## config.mk

```make
export PLATFORM = sky130hd
export DESIGN_NAME = pipeline_hazard_ctrl
export DESIGN_NICKNAME = d
export VERILOG_FILES = /design/src/rtl/pipe_ctrl_pkg.sv /design/src/rtl/hazard_fwd_unit.sv /design/src/rtl/pipeline_hazard_ctrl.sv
export SDC_FILE = /design/constraint.sdc
export NUM_CORES = 1
export LEC_CHECK = 0
export CORE_AREA = 2 2 105 56
export DETAILED_ROUTE_END_ITERATION = 10
export DIE_AREA = 0 0 107 58
export PLACE_DENSITY = 0.84
export SKIP_CTS_REPAIR_TIMING = 1
export SLEW_MARGIN = 20
export SYNTH_ARGS = -nofsm -noshare
export SYNTH_HDL_FRONTEND = slang
export SYNTH_SLANG_ARGS = --single-unit
```

## constraint.sdc

```tcl
create_clock -name clk -period 3.25 [get_ports clk]
set_input_delay 0.325 -clock clk [delete_from_list [all_inputs] [get_ports clk]]
set_output_delay 0.325 -clock clk [all_outputs]
set_load 0.1 [all_outputs]
```

## src/rtl/pipe_ctrl_pkg.sv

```systemverilog
// Shared types and constants for the pipeline hazard/sequencing controller.
//   state_t      : controller state (BOOT, RUN, MEM_WAIT)
//   FWD_*        : operand forwarding select encodings for ForwardAE/ForwardBE
//   RESULT_LOAD  : ResultSrcE encoding that marks a load in Execute
//   fwd_sel()    : forwarding select for one Execute source register
package pipe_ctrl_pkg;

  typedef enum logic [1:0] {
    BOOT     = 2'd0,
    RUN      = 2'd1,
    MEM_WAIT = 2'd2
  } state_t;

  localparam logic [1:0] FWD_RF  = 2'b00;
  localparam logic [1:0] FWD_WB  = 2'b01;
  localparam logic [1:0] FWD_MEM = 2'b10;

  localparam logic [1:0] RESULT_LOAD = 2'b01;

  // Memory stage has priority over Writeback because it holds the younger
  // result. x0 is never forwarded since it always reads as zero.
  function automatic logic [1:0] fwd_sel(
    input logic [4:0] rs,
    input logic [4:0] rd_m,
    input logic       wr_m,
    input logic [4:0] rd_w,
    input logic       wr_w
  );
    logic [1:0] sel;
    sel = FWD_RF;
    if (wr_m && (rd_m != 5'd0) && (rd_m == rs)) begin
      sel = FWD_MEM;
    end else if (wr_w && (rd_w != 5'd0) && (rd_w == rs)) begin
      sel = FWD_WB;
    end
    return sel;
  endfunction

endpackage

```

## src/rtl/hazard_fwd_unit.sv

```systemverilog
// Combinational forwarding and load-use detection.
// Ports:
//   rs1_d, rs2_d        : source registers of the instruction in Decode
//   rs1_e, rs2_e        : source registers of the instruction in Execute
//   rd_e, result_src_e  : destination and result select in Execute
//   rd_m, reg_write_m   : destination and write enable in Memory
//   rd_w, reg_write_w   : destination and write enable in Writeback
//   fwd_a, fwd_b        : raw forwarding selects for the two ALU operands
//   load_use            : Decode consumes the result of a load in Execute
module hazard_fwd_unit
  import pipe_ctrl_pkg::*;
(
  input  logic [4:0] rs1_d,
  input  logic [4:0] rs2_d,
  input  logic [4:0] rs1_e,
  input  logic [4:0] rs2_e,
  input  logic [4:0] rd_e,
  input  logic [1:0] result_src_e,
  input  logic [4:0] rd_m,
  input  logic       reg_write_m,
  input  logic [4:0] rd_w,
  input  logic       reg_write_w,
  output logic [1:0] fwd_a,
  output logic [1:0] fwd_b,
  output logic       load_use
);

  always_comb begin
    fwd_a = fwd_sel(rs1_e, rd_m, reg_write_m, rd_w, reg_write_w);
    fwd_b = fwd_sel(rs2_e, rd_m, reg_write_m, rd_w, reg_write_w);
  end

  // A load into x0 produces nothing to wait for.
  always_comb begin
    load_use = (result_src_e == RESULT_LOAD) && (rd_e != 5'd0) &&
               ((rs1_d == rd_e) || (rs2_d == rd_e));
  end

endmodule

```

## src/rtl/pipeline_hazard_ctrl.sv

```systemverilog
// Hazard and sequencing controller for a 5-stage (F/D/E/M/W) pipeline.
// Drives forwarding selects and per-stage stall/flush enables, runs a
// post-reset boot sequence, freezes the pipeline on data-memory wait states
// with a timeout watchdog, and keeps saturating stall/flush counters.
//
// state    | meaning
// ---------+------------------------------------------------------------
// BOOT     | post-reset warm-up, PC held and all stage registers bubbled
// RUN      | normal operation: forwarding, load-use stall, branch flush
// MEM_WAIT | data memory busy last cycle; whole front end frozen
//
// Ports:
//   clk, rst_n                  : clock, async active-low reset
//   Rs1D, Rs2D                  : Decode source registers
//   Rs1E, Rs2E, RdE, ResultSrcE : Execute sources, destination, result select
//   PCSrcE                      : taken branch/jump resolved in Execute
//   RdM, RegWriteM              : Memory destination and write enable
//   DmemReqM, DmemReady         : Memory-stage access request / completion
//   RdW, RegWriteW              : Writeback destination and write enable
//   ForwardAE, ForwardBE        : operand selects (00 RF, 01 WB, 10 MEM)
//   StallF/D/E/M                : hold PC and F/D, D/E, E/M registers
//   FlushD/E/W                  : bubble F/D, D/E, M/W registers
//   MemErr                      : sticky memory-timeout flag
//   StallCount, FlushCount      : saturating performance counters
module pipeline_hazard_ctrl
  import pipe_ctrl_pkg::*;
#(
  parameter int BOOT_CYCLES    = 3,
  parameter int TIMEOUT_CYCLES = 16,
  parameter int CNT_WIDTH      = 16
) (
  input  logic                 clk,
  input  logic                 rst_n,
  input  logic [4:0]           Rs1D,
  input  logic [4:0]           Rs2D,
  input  logic [4:0]           Rs1E,
  input  logic [4:0]           Rs2E,
  input  logic [4:0]           RdE,
  input  logic [1:0]           ResultSrcE,
  input  logic                 PCSrcE,
  input  logic [4:0]           RdM,
  input  logic                 RegWriteM,
  input  logic                 DmemReqM,
  input  logic                 DmemReady,
  input  logic [4:0]           RdW,
  input  logic                 RegWriteW,
  output logic [1:0]           ForwardAE,
  output logic [1:0]           ForwardBE,
  output logic                 StallF,
  output logic                 StallD,
  output logic                 StallE,
  output logic                 StallM,
  output logic                 FlushD,
  output logic                 FlushE,
  output logic                 FlushW,
  output logic                 MemErr,
  output logic [CNT_WIDTH-1:0] StallCount,
  output logic [CNT_WIDTH-1:0] FlushCount
);

  localparam int BW = (BOOT_CYCLES > 1) ? $clog2(BOOT_CYCLES) : 1;
  localparam int WW = $clog2(TIMEOUT_CYCLES + 1);
  localparam logic [BW-1:0] BOOT_LAST   = BW'(BOOT_CYCLES - 1);
  localparam logic [WW-1:0] TIMEOUT_VAL = WW'(TIMEOUT_CYCLES);

  state_t         state_q, state_d;
  logic [BW-1:0]  boot_cnt_q, boot_cnt_d;
  logic [WW-1:0]  wait_cnt_q, wait_cnt_d;

  logic [1:0]     fwd_a, fwd_b;
  logic           load_use;
  logic           mem_wait;
  logic           branch_flush;

  hazard_fwd_unit u_hazard_fwd (
    .rs1_d        (Rs1D),
    .rs2_d        (Rs2D),
    .rs1_e        (Rs1E),
    .rs2_e        (Rs2E),
    .rd_e         (RdE),
    .result_src_e (ResultSrcE),
    .rd_m         (RdM),
    .reg_write_m  (RegWriteM),
    .rd_w         (RdW),
    .reg_write_w  (RegWriteW),
    .fwd_a        (fwd_a),
    .fwd_b        (fwd_b),
    .load_use     (load_use)
  );

  always_comb begin
    mem_wait = DmemReqM && !DmemReady;
  end

  // Next state and outputs. Priority outside BOOT:
  // memory wait > branch flush > load-use stall.
  always_comb begin
    state_d      = state_q;
    boot_cnt_d   = boot_cnt_q;
    ForwardAE    = FWD_RF;
    ForwardBE    = FWD_RF;
    StallF       = 1'b0;
    StallD       = 1'b0;
    StallE       = 1'b0;
    StallM       = 1'b0;
    FlushD       = 1'b0;
    FlushE       = 1'b0;
    FlushW       = 1'b0;
    branch_flush = 1'b0;

    case (state_q)
      BOOT: begin
        StallF = 1'b1;
        FlushD = 1'b1;
        FlushE = 1'b1;
        FlushW = 1'b1;
        if (boot_cnt_q == BOOT_LAST) begin
          state_d    = RUN;
          boot_cnt_d = '0;
        end else begin
          boot_cnt_d = boot_cnt_q + 1'b1;
        end
      end

      RUN, MEM_WAIT: begin
        ForwardAE = fwd_a;
        ForwardBE = fwd_b;
        if (mem_wait) begin
          StallF  = 1'b1;
          StallD  = 1'b1;
          StallE  = 1'b1;
          StallM  = 1'b1;
          FlushW  = 1'b1;
          state_d = MEM_WAIT;
        end else begin
          // Leaving MEM_WAIT releases the stalls in this same cycle, so the
          // regular hazard logic already applies here.
          state_d = RUN;
          if (PCSrcE) begin
            // The load-use victim in Decode is squashed anyway, so no stall.
            FlushD       = 1'b1;
            FlushE       = 1'b1;
            branch_flush = 1'b1;
          end else if (load_use) begin
            StallF = 1'b1;
            StallD = 1'b1;
            FlushE = 1'b1;
          end
        end
      end

      default: begin
        StallF  = 1'b1;
        FlushD  = 1'b1;
        FlushE  = 1'b1;
        FlushW  = 1'b1;
        state_d = BOOT;
      end
    endcase
  end

  // The wait counter only runs while the memory is actually holding us off
  // and parks at the timeout value so the flag logic sees a stable compare.
  always_comb begin
    wait_cnt_d = '0;
    if ((state_q != BOOT) && mem_wait) begin
      wait_cnt_d = (wait_cnt_q == TIMEOUT_VAL) ? wait_cnt_q : wait_cnt_q + 1'b1;
    end
  end

  always_ff @(posedge clk or negedge rst_n) begin
    if (!rst_n) begin
      state_q    <= BOOT;
      boot_cnt_q <= '0;
      wait_cnt_q <= '0;
    end else begin
      state_q    <= state_d;
      boot_cnt_q <= boot_cnt_d;
      wait_cnt_q <= wait_cnt_d;
    end
  end

  always_ff @(posedge clk or negedge rst_n) begin
    if (!rst_n) begin
      MemErr <= 1'b0;
    end else if (wait_cnt_d == TIMEOUT_VAL) begin
      MemErr <= 1'b1;
    end
  end

  always_ff @(posedge clk or negedge rst_n) begin
    if (!rst_n) begin
      StallCount <= '0;
      FlushCount <= '0;
    end else begin
      if ((state_q != BOOT) && StallF && (StallCount != '1)) begin
        StallCount <= StallCount + 1'b1;
      end
      if (branch_flush && (FlushCount != '1)) begin
        FlushCount <= FlushCount + 1'b1;
      end
    end
  end

endmodule

```

### Word level (Yosys, flattened, before mapping)

Index checks and enable logic that the tools add are counted.

| operators by class | value |
|---|---|
| equal/unequal tests | 15 |
| reductions and logical operators | 21 |
| $add $sub $neg | 4 |
| muxes and demuxes | 27 |

Operator list:

| operator | number |
|---|---|
| 16-bit by 1-bit adder with 16-bit output (second input constant) | 2 |
| 16-bit != test (second input constant) | 2 |
| 5-bit == test | 6 |
| 1-bit two-way mux | 17 |
| 5-bit nonzero test | 3 |
| 2-bit two-way mux | 7 |
| 1-bit logical AND | 13 |
| 5-bit == test (second input constant) | 2 |
| 5-bit two-way mux | 2 |
| 5-bit by 1-bit adder with 5-bit output (second input constant) | 1 |
| 2-bit by 1-bit == test with 1-bit output (second input constant) | 2 |
| 2-bit == test (second input constant) | 2 |
| 2-bit one-hot mux with 2 select lines | 1 |
| 2-bit by 1-bit adder with 2-bit output (second input constant) | 1 |
| 2-bit logical NOT | 1 |
| 2-bit != test (second input constant) | 1 |
| 2-bit nonzero test | 1 |
| 2-bit OR reduction | 1 |
| 1-bit logical NOT | 1 |
| 1-bit logical OR | 1 |

| storage, ports and cells | value |
|---|---|
| output and inout bits | 44 |
| register bits after elaboration | 42 |
| bits of input ports | 44 |

### Depth between registers and ports, before layout

Gate-level depths: netlist (run 1).

| logic depth | value |
|---|---|
| depth after elaboration | 9 |
| depth in mapped cells | 9 |
| gate-level depth less buffers | 8 |

### Cells and area by module

A second synthesis (run 1) with hierarchy kept.

| second synthesis, totals | value |
|---|---|
| cells, all modules | 265 |
| area, all modules | 2626.3 um^2 |

Modules (own cells, without submodules):

| module | cells an instance | times used | sequential area each (um^2) | area an instance (um^2) |
|---|---|---|---|---|
| pipeline_hazard_ctrl | 215 | 1 | 1051.0 | 2228.4 |
| hazard_fwd_unit | 50 | 1 | 0.0 | 397.9 |

### Worst setup path before layout (run 1)

Ideal clock, no wire load.

| timing path | value |
|---|---|
| path kind | register to output |
| start point | register state_q[0] |
| end point | output ForwardAE[0] |
| cell stages (with the launch flop) | 6 |
| arrival | 4.147 ns |
| path slack | -1.222 ns |
| buffers on the path | 0 |
| cell sequence | dfrtp_1 inv_1 ha_1 o211ai_1 or4_1 nor4_1 |

| on the way | value |
|---|---|
| longest elaborated chain between the ends | 3 |
| elaborated cells between the ends (all ways) | 4 |

RTL lines:

| element | line | RTL |
|---|---|---|
| start, declared | pipeline_hazard_ctrl.sv:66 | `state_t state_q, state_d;` |
| start signal, assigned | pipeline_hazard_ctrl.sv:177 | `state_q <= state_d;` |
| 2-bit by 1-bit == test with 1-bit output / 2-bit == test (equally long branches) | pipeline_hazard_ctrl.sv:111 | `case (state_q)` |
| 2-bit OR reduction (*) | pipeline_hazard_ctrl.sv:111 |  |
| 2-bit two-way mux (*) | pipeline_hazard_ctrl.sv:111 |  |
| end, declared | pipeline_hazard_ctrl.sv:47 | `output logic [1:0] ForwardAE,` |

Every way passes the cells marked *; elsewhere a longest branch is shown, timed or not.

### Worst setup path after layout (run 1)

Ends and elaborated chain as after synthesis.

==> metrics.txt, run 1 <==
commonest register cell after synthesis dfrtp_1; complex-gate fraction of the synthesized area 5.84%; H-Tree Depth 2; I/O pin count 88; Max Cap Violations 0; Detail Placement HPWL 5060 µm; Lkg Pwr 1.51 nW; Die W 107 µm; ANT nets after route 0; TritonCTS sink count 42; EDFF count, synth 0; first-pass GRT wire length 10,300 µm; unrepaired setup endpoints after global routing no; DR iter-0 viols 92; final setup fails 0; TNS Setup 0 ns; Placed Instances 413; synth unique cells 43; clk_skew 0.00211 ns; 1st-pass router iterations 4; post-layout minimum cycle time 2.68 ns; standard-cell row count 19; Synth warnings 0; die footprint 6210 µm²; Async S/R FF share, synth 100%; Worst-path clk slew 0.08 ns; root buf cell clkbuf_8; vias post-DR 2,192; largest family of logic cells by synthesized area XOR/XNOR gates; DRC 0; Reg area 1050 µm²; Final Slew Violations 0; Post-Synthesis Cells 256; Hold Fails Final Rpt 0; Die H 58 µm; WL met3 471 µm; DRT met1 WL 3140 µm; area of the multi-input gates 1390 µm²; initial antenna violation count 0; CTS Buf Count 5; worst skew pair latency 0.29 ns; GPL Wtd Cong 0.911; total gr overflow 0; Worst Hold Class input port to asynchronous set/reset pin; Slew Limit Headroom 33.9%; number of global-route vias before repair 2,105; # fillers 412; worst-path maximum fanout 6; GRT Util Overall 21.5%; area of the mapped netlist 2510 µm²; ratio of cells with drive above 1 in the final layout 8.33%; design area 3610 µm²; sequential fraction of the synthesis area 41.9%; Simple-Gate Fraction of Synth Area 21.4%; post-synthesis adder-cell area fraction 2.99%; VDD IR-drop max 0.000717 V; Layout area overhead 43.7%; Synthesized Nets 306; top sig layer met4; Routed WL 6340 µm; critical path required time 2.92 ns; DR vias/cell 5.21; largest net degree at the start of global routing 43; flip-flop and latch count after synthesis 42; CTS tree yes; Worst Hold Slack 0.152 ns; Bufs on Longest Clock Path 2; Initial Utilization 47.3%; Worst Tran Pin Value 0.989 ns; pwr/cell area 857 nW/µm²; DP Area 3500 µm²; antenna cells 0; Setup crit end kind primary output; Buffers on Ports 87; status complete, no violations; Avg Cell Area, Syn 9.80 µm²; Final Cycle Share 82.5%; CP Launch Type flip-flop; Post-Layout Cell Count 421; routed wl met2 2660 µm; drt wl/cell 15.1 µm; Max Clock Freq 0.373 GHz; XOR/XNOR Fraction of Synth Area 22.3%; Worst EP arrival 2.36 ns; mux contribution to synthesized area 1.90%; crit path kind flip-flop to primary output; Net count, final 397; Core Footprint 5300 µm²
## final timing paths
| kind | startpoint | end | slack, ns | cells after the start |
|---|---|---|---|---|
| max reg2reg | state_q[0] | StallCount[7] | 0.96 | 8 |
| min | rst_n | StallCount[8] | 0.15 | 1 |
| max | state_q[0] | ForwardAE[0] | 0.57 | 6 |
| max in group asynchronous | rst_n | boot_cnt_q[1] | 2.53 | 1 |
| min reg2reg | MemErr | MemErr | 0.47 | 2 |
| min in group clk | MemErr | MemErr | 0.47 | 2 |
## state kept, by name (all words and copies together) (netlist names)
signal      cells
wait_cnt_q      5
StallCount     16
FlushCount     16
state_q         2
MemErr          1
boot_cnt_q      2
## cell usage after synthesis (3+ instances only)
master	n	area (µm²)
dfrtp_1	42	1050
nor2_1	22	82.6
and3_1	3	18.8
or4_1	5	37.5
inv_1	18	67.6
nor4_1	7	43.8
nor3_1	10	50.1
nor4b_1	4	35.0
o21ai_0	6	30.0
nand2_1	13	48.8
nand4_1	3	18.8
xnor2_1	30	263
nand3_1	18	90.1
ha_1	6	75.1
xor2_1	34	298
a21oi_1	3	15.0
## where the power goes
part	leakage (nW)	switching (W)	internal (W)
logic	0.947	0.00139	0.000512
clock network	0.0524	0.000176	0.000230
registers	0.512	0.000135	0.000644
## cells by family after synthesis
logic type | after synthesis
flops | 42
buf+inv | 21
fa+ha+maj | 6
simple gates | 97
compound gates | 22
xor+xnor | 64
mux | 4
## per-stage QoR
step | power (W) | setup slack [ns] | utilization, %
floorplan | 0.00219 | -0.0535 | -
global placement | 0.00265 | 0.689 | 66.0
detailed placement | 0.00269 | 0.660 | 66.0
CTS | 0.00310 | 0.577 | 68.0
global route | 0.00324 | 0.424 | 68.0
finish | 0.00309 | 0.568 | 68.0
## cell type report
type / count / share of cell area (%)
multi-input cells: 193 / 38.5
flip-flops and latches: 42 / 29.1
repair buffers: 87 / 25.0
well taps: 73 / 2.53
clock buffers: 7 / 2.12
inverters: 18 / 1.87
clock inverters: 1 / 0.833
## critical path, stage by stage, from the launching register on
cell,delay (ns)
dfrtp_1,0.36
inv_1,0.06
ha_1,0.41
o211ai_1,0.14
or4_1,0.58
nor4_2,0.28
buf_12,0.22
## routing by layer
metal  vias up  GRT usage (%)
li1       1062              -
met1      1048           31.8
met2        70           31.9
met3        12           5.51
met4         0           5.01
met5         -              0
## placed cells by master, fill, tap and decap left out, drive strengths merged, types with 10 or more instances in the layout
cell,synthesis,routed
nand2,13,13
nand3,19,19
nor2,22,22
dfrtp,42,42
inv,18,18
buf,2,12
xnor2,30,30
nor3,10,10
xor2,34,34
clkdlybuf4s50,0,75
No activity file was read; power rests on OpenSTA's default activity.
==> inputs of run 2 (changes only) <==
- CORE_AREA: 2 2 105 56 -> 2 2 114 61
- DIE_AREA: 0 0 107 58 -> 0 0 116 63
- PLACE_DENSITY: 0.84 -> 0.75
- clock period: 3.25 -> 2.23 ns (I/O delays scaled with it)
==> run 2 against run 1 <==
Register-to-register slack got worse by 0.84 ns. First-iteration DRC count increased by 27%. Power increased by 65%. Flip-flop and latch count unchanged. Via count increased by 4.2%. Cell area increased by 12%. Core utilization decreased by 4.6 points. Combinational power increased by 63%. Critical path depth unchanged. Die area increased by 18%. Clock skew increased by 0.0036 ns. Count of clock-buffer cells in the layout unchanged.
==> metrics.txt, run 2 (synthesis gave the netlist of run 1 again) <==
antenna cells 0; unrepaired setup endpoints after global routing yes; Net count, final 420; CP cell instances inv_2, ha_4, o211ai_1, or4_4, nor4_4, buf_12; FF-to-FF path depth 9; critical path required time 2.01 ns; Worst-path clk slew 0.06 ns; DR vias/cell 4.93; CTS tree yes; CP Launch Type flip-flop; Net Sw Power 0.00261 W; status complete, no violations; # fillers 517; Routed WL 7020 µm; Setup crit end kind primary output; cell internal pwr 0.00248 W; Reg power frac 23.3%; Bufs on Longest Clock Path 2; CP max stage delay 0.45 ns; Final Slew Violations 0; largest net degree at the start of global routing 18; DRC 0; 1st-pass router iterations 5; Die H 63 µm; worst setup margin 0.0236 ns; Post-Layout Cell Count 463; Layout area overhead 60.8%; Worst EP arrival 1.98 ns; Die W 116 µm; CTS Buf Count 5; Largest regs FlushCount: 16 flops, StallCount: 16 flops, wait_cnt_q: 5 flops; die footprint 7310 µm²; number of global-route vias before repair 2,128; Detail Placement HPWL 5440 µm; root buf cell clkbuf_16; Comb pwr share 60.9%; Hold Fails Final Rpt 0; Buffers on Ports 87; worst flop-to-flop path startpoint state_q[1]; Max Cap Violations 0; Slew Limit Headroom 71.8%; Placed Instances 451; Clock Power Share 15.8%; Final Cycle Share 98.9%; pwr/cell area 1260 nW/µm²; Sw Ratio 51.2%; clk_skew 0.00576 ns; H-Tree Depth 2; Lkg Pwr 1.79 nW; drt wl/cell 15.2 µm; Core Footprint 6360 µm²; most frequent cells in the layout 55 x buf_4, 34 x xor2_1, 33 x clkdlybuf4s50_1; total gr overflow 0; I/O pin count 88; initial antenna violation count 0; ratio of cells with drive above 1 in the final layout 32.9%; Worst Hold Class input port to asynchronous set/reset pin; crit path kind flip-flop to primary output; GPL Wtd Cong 0.833; post-layout minimum cycle time 2.21 ns; GRT Util Overall 19.2%; Crit-path slowest cell or4_4; Max Clock Freq 0.453 GHz; Worst Tran Pin Value 0.419 ns; standard-cell row count 21; TritonCTS sink count 42; vias post-DR 2,283; worst-path maximum fanout 4; first-pass GRT wire length 10,900 µm; Initial Utilization 39.5%; most common cell after layout, fill and taps aside buf_4; Setup WS pre-CTS -0.142 ns; R2R Path End FlushCount[11]; ANT nets after route 0; R2R Setup Slk 0.12 ns; DR iter-0 viols 117; final setup fails 0; worst skew pair latency 0.28 ns; VDD IR-drop max 0.00157 V
run 2: area by class of cell:
class | instances | area [µm²] | area share [%]
Multi-Input combinational cell | 193 | 1510 | 37.4
Timing Repair Buffer | 110 | 1090 | 27.0
Tap cell | 92 | 115 | 2.85
Clock inverter | 1 | 30.0 | 0.744
Clock buffer | 7 | 133 | 3.29
Inverter | 18 | 67.6 | 1.67
Sequential cell | 42 | 1090 | 27.0
run 2: per-stage QoR:
stage / cell area (µm²) / hold WS [ns] / setup TNS [ns] / utilization [%] / power (W)
floorplan: 2620 / -0.0726 / -0.482 / - / 0.00329
CTS: 3910 / -0.138 / -0.676 / 61.6 / 0.00506
detailed placement: 3750 / 0.165 / -1.18 / 59.0 / 0.00423
global route: 4040 / 0.407 / -0.192 / 63.5 / 0.00534
global placement: 3750 / 0.155 / -0.717 / 59.0 / 0.00419
finish: 4040 / 0.388 / 0 / 63.5 / 0.00509
run 2: worst max path at each step:
stage	to	depth (start not counted)	start	slack (ns)
floorplan	ForwardAE[0]	5	state_q[1]	-0.24
global placement	ForwardBE[0]	6	RdM[1]	-0.11
detailed placement	ForwardBE[0]	6	RdM[1]	-0.14
CTS	ForwardBE[0]	6	RdM[1]	-0.15
global route	ForwardBE[0]	6	state_q[1]	-0.07
finish	ForwardAE[0]	6	state_q[1]	0.02
run 2: worst max-delay path, delay by kind of cell, from the launching register on:
family / cells / cell delay [ns]
adders and majority gates: 1 / 0.28
AOI/OAI and AO/OA: 1 / 0.10
DFF: 1 / 0.40
and+or+nand+nor: 2 / 0.65
buffers and inverters: 2 / 0.27
run 2: per-layer routing:
layer	share of wire (%)	vias up	global-route usage, %
met5	0	-	0
met4	0.24	0	3.27
met3	7.8	4	4.95
met2	41	96	27.4
met1	50	1071	29.5
li1	-	1112	-
run 2: power groups by stage:
stage               logic, W  registers (W)  clock network (W)
floorplan            0.00116        0.00213                  0
global placement     0.00301        0.00118                  0
detailed placement   0.00304        0.00119                  0
CTS                  0.00305        0.00118           0.000828
global route         0.00325        0.00122           0.000872
finish               0.00310        0.00119           0.000806
==> inputs of run 3 (changes only) <==
- GPL_TIMING_DRIVEN: default -> 0
==> run 3 against run 2 <==
Via count shrank 3.9%. Critical path depth stayed put. Power is 5.1% lower. Cell area shrank 3.3%. Non-clock buffer count decreased by 15. First-iteration DRC count fell by 21%. Final cell count is 3.2% lower. Register-to-register slack gained 0.08 ns.
==> metrics.txt, run 3 (synthesis gave the netlist of run 1 again) <==
status complete, no violations; post-layout minimum cycle time 2.23 ns; CTS Buf Count 5; CP cell instances inv_2, ha_4, o211ai_1, or4_4, nor4_4, buf_6; Setup crit end kind primary output; Bufs on Longest Clock Path 2; Routed WL 6620 µm; I/O pin count 88; Layout area overhead 55.6%; Final Cycle Share 100%; number of global-route vias before repair 2,123; Hold Fails Final Rpt 0; Worst-path clk slew 0.06 ns; H-Tree Depth 2; R2R Path End StallCount[1]; GRT Util Overall 18.6%; unrepaired setup endpoints after global routing yes; Worst Tran Pin Value 0.990 ns; Final Slew Violations 0; DRC 0; pwr/cell area 1240 nW/µm²; Max Clock Freq 0.449 GHz; GPL Wtd Cong 0.780; Crit-path slowest cell or4_4; FF-to-FF path depth 5; Lkg Pwr 1.62 nW; root buf cell clkbuf_16; VDD IR-drop max 0.00134 V; initial antenna violation count 0; Worst EP arrival 2.01 ns; Placed Instances 436; Initial Utilization 39.5%; DR iter-0 viols 93; Worst Hold Class input port to asynchronous set/reset pin; crit-path leading delay family simple AND/OR/NAND/NOR gates; crit path kind flip-flop to primary output; DR vias/cell 4.90; Power Total 0.00484 W; Buf+Inv Stages, Crit Path 2; antenna cells 0; most common cell after layout, fill and taps aside clkdlybuf4s50_1; ratio of cells with drive above 1 in the final layout 20.8%; Post-Layout Cell Count 448; worst skew pair latency 0.28 ns; first-pass GRT wire length 10,600 µm; Max Cap Violations 0; CTS tree yes; most frequent cells in the layout 69 x clkdlybuf4s50_1, 34 x xor2_1, 30 x xnor2_1; Core Footprint 6360 µm²; Buffers on Ports 87; ANT nets after route 0; CP Launch Type flip-flop; die footprint 7310 µm²; R2R Setup Slk 0.20 ns; clk_skew 0.00289 ns; TritonCTS sink count 42; worst-path maximum fanout 6; vias post-DR 2,193; Detail Placement HPWL 5050 µm; critical path required time 2.01 ns; CP max stage delay 0.45 ns; Die H 63 µm; worst flop-to-flop path startpoint StallCount[9]; 1st-pass router iterations 4; final setup fails 0; Largest regs FlushCount: 16 flops, StallCount: 16 flops, wait_cnt_q: 5 flops; standard-cell row count 21; Net count, final 405; drt wl/cell 14.8 µm; Slew Limit Headroom 33.8%; Die W 116 µm; largest net degree at the start of global routing 23; total gr overflow 0
==> run 3: changes by cell type in the layout (fill, tap and decap cells not counted), sizes merged <==
cell	delta
clkbuf	+5
dlymetal6s2s	-3
clkdlybuf4s50	+36
buf	-53
==> run 3: worst register-to-register path: stages (launching register included) <==
cell,delay [ns]
dfrtp_4,0.44
nand3_1,0.19
nor4_2,0.41
a21boi_0,0.16
a21oi_2,0.33
mux2_2,0.38
==> run 3: report_power, final <==
part | internal [W] | leakage (nW) | total (W) | switching [W]
Sequential | 0.000971 | 0.486 | 0.00117 | 0.000200
Combinational | 0.000775 | 1.06 | 0.00285 | 0.00208
Clock | 0.000529 | 0.0781 | 0.000815 | 0.000286
==> run 3: worst max-delay path by stage <==
stage                           from            to  slack [ns]  cells after the start
after floorplan           state_q[1]  ForwardAE[0]       -0.24                      5
after global placement        RdM[1]  ForwardBE[0]       -1.13                      6
after detailed placement      RdE[0]        StallD       -1.13                      7
after CTS                     RdE[0]        StallD       -1.15                      7
after global routing      state_q[0]  ForwardBE[0]       -0.07                      6
final                     state_q[0]  ForwardAE[0]       0.001                      6
==> run 3: stage by stage <==
step           TNS [ns]  instance area [µm²]  hold WS [ns]  setup WS (ns)  util, %
4_1_cts           -9.44                 3790       -0.0741          -1.15     59.7
2_1_floorplan    -0.482                 2620       -0.0726         -0.241        -
3_3_place_gp     -20.81                 3610         0.465          -1.13     56.7
6_report              0                 3900         0.448       0.000989     61.4
3_5_place_dp      -9.80                 3630         0.230          -1.13     57.1
5_1_grt          -0.154                 3900         0.481        -0.0724     61.4
==> run 3: cell type report <==
type | count | area [µm²]
buffer | 3 | 22.5
clock buffer | 7 | 133
clock inverter | 1 | 30.0
fill | 526 | 2460
inverter | 18 | 67.6
multi-input combinational | 193 | 1520
sequential | 42 | 1090
tap | 92 | 115
timing repair buffer | 92 | 931
==> run 3: routing by layer <==
| metal | GRT usage [%] | vias up | part of all wire [%] | wire length, µm |
|---|---|---|---|---|
| li1 | - | 1081 | - | - |
| met1 | 27.3 | 1029 | 51 | 3380 |
| met2 | 26.7 | 75 | 40 | 2650 |
| met3 | 4.95 | 8 | 7.8 | 515 |
| met4 | 5.36 | 0 | 1.1 | 74 |
| met5 | 0 | - | 0 | 0 |
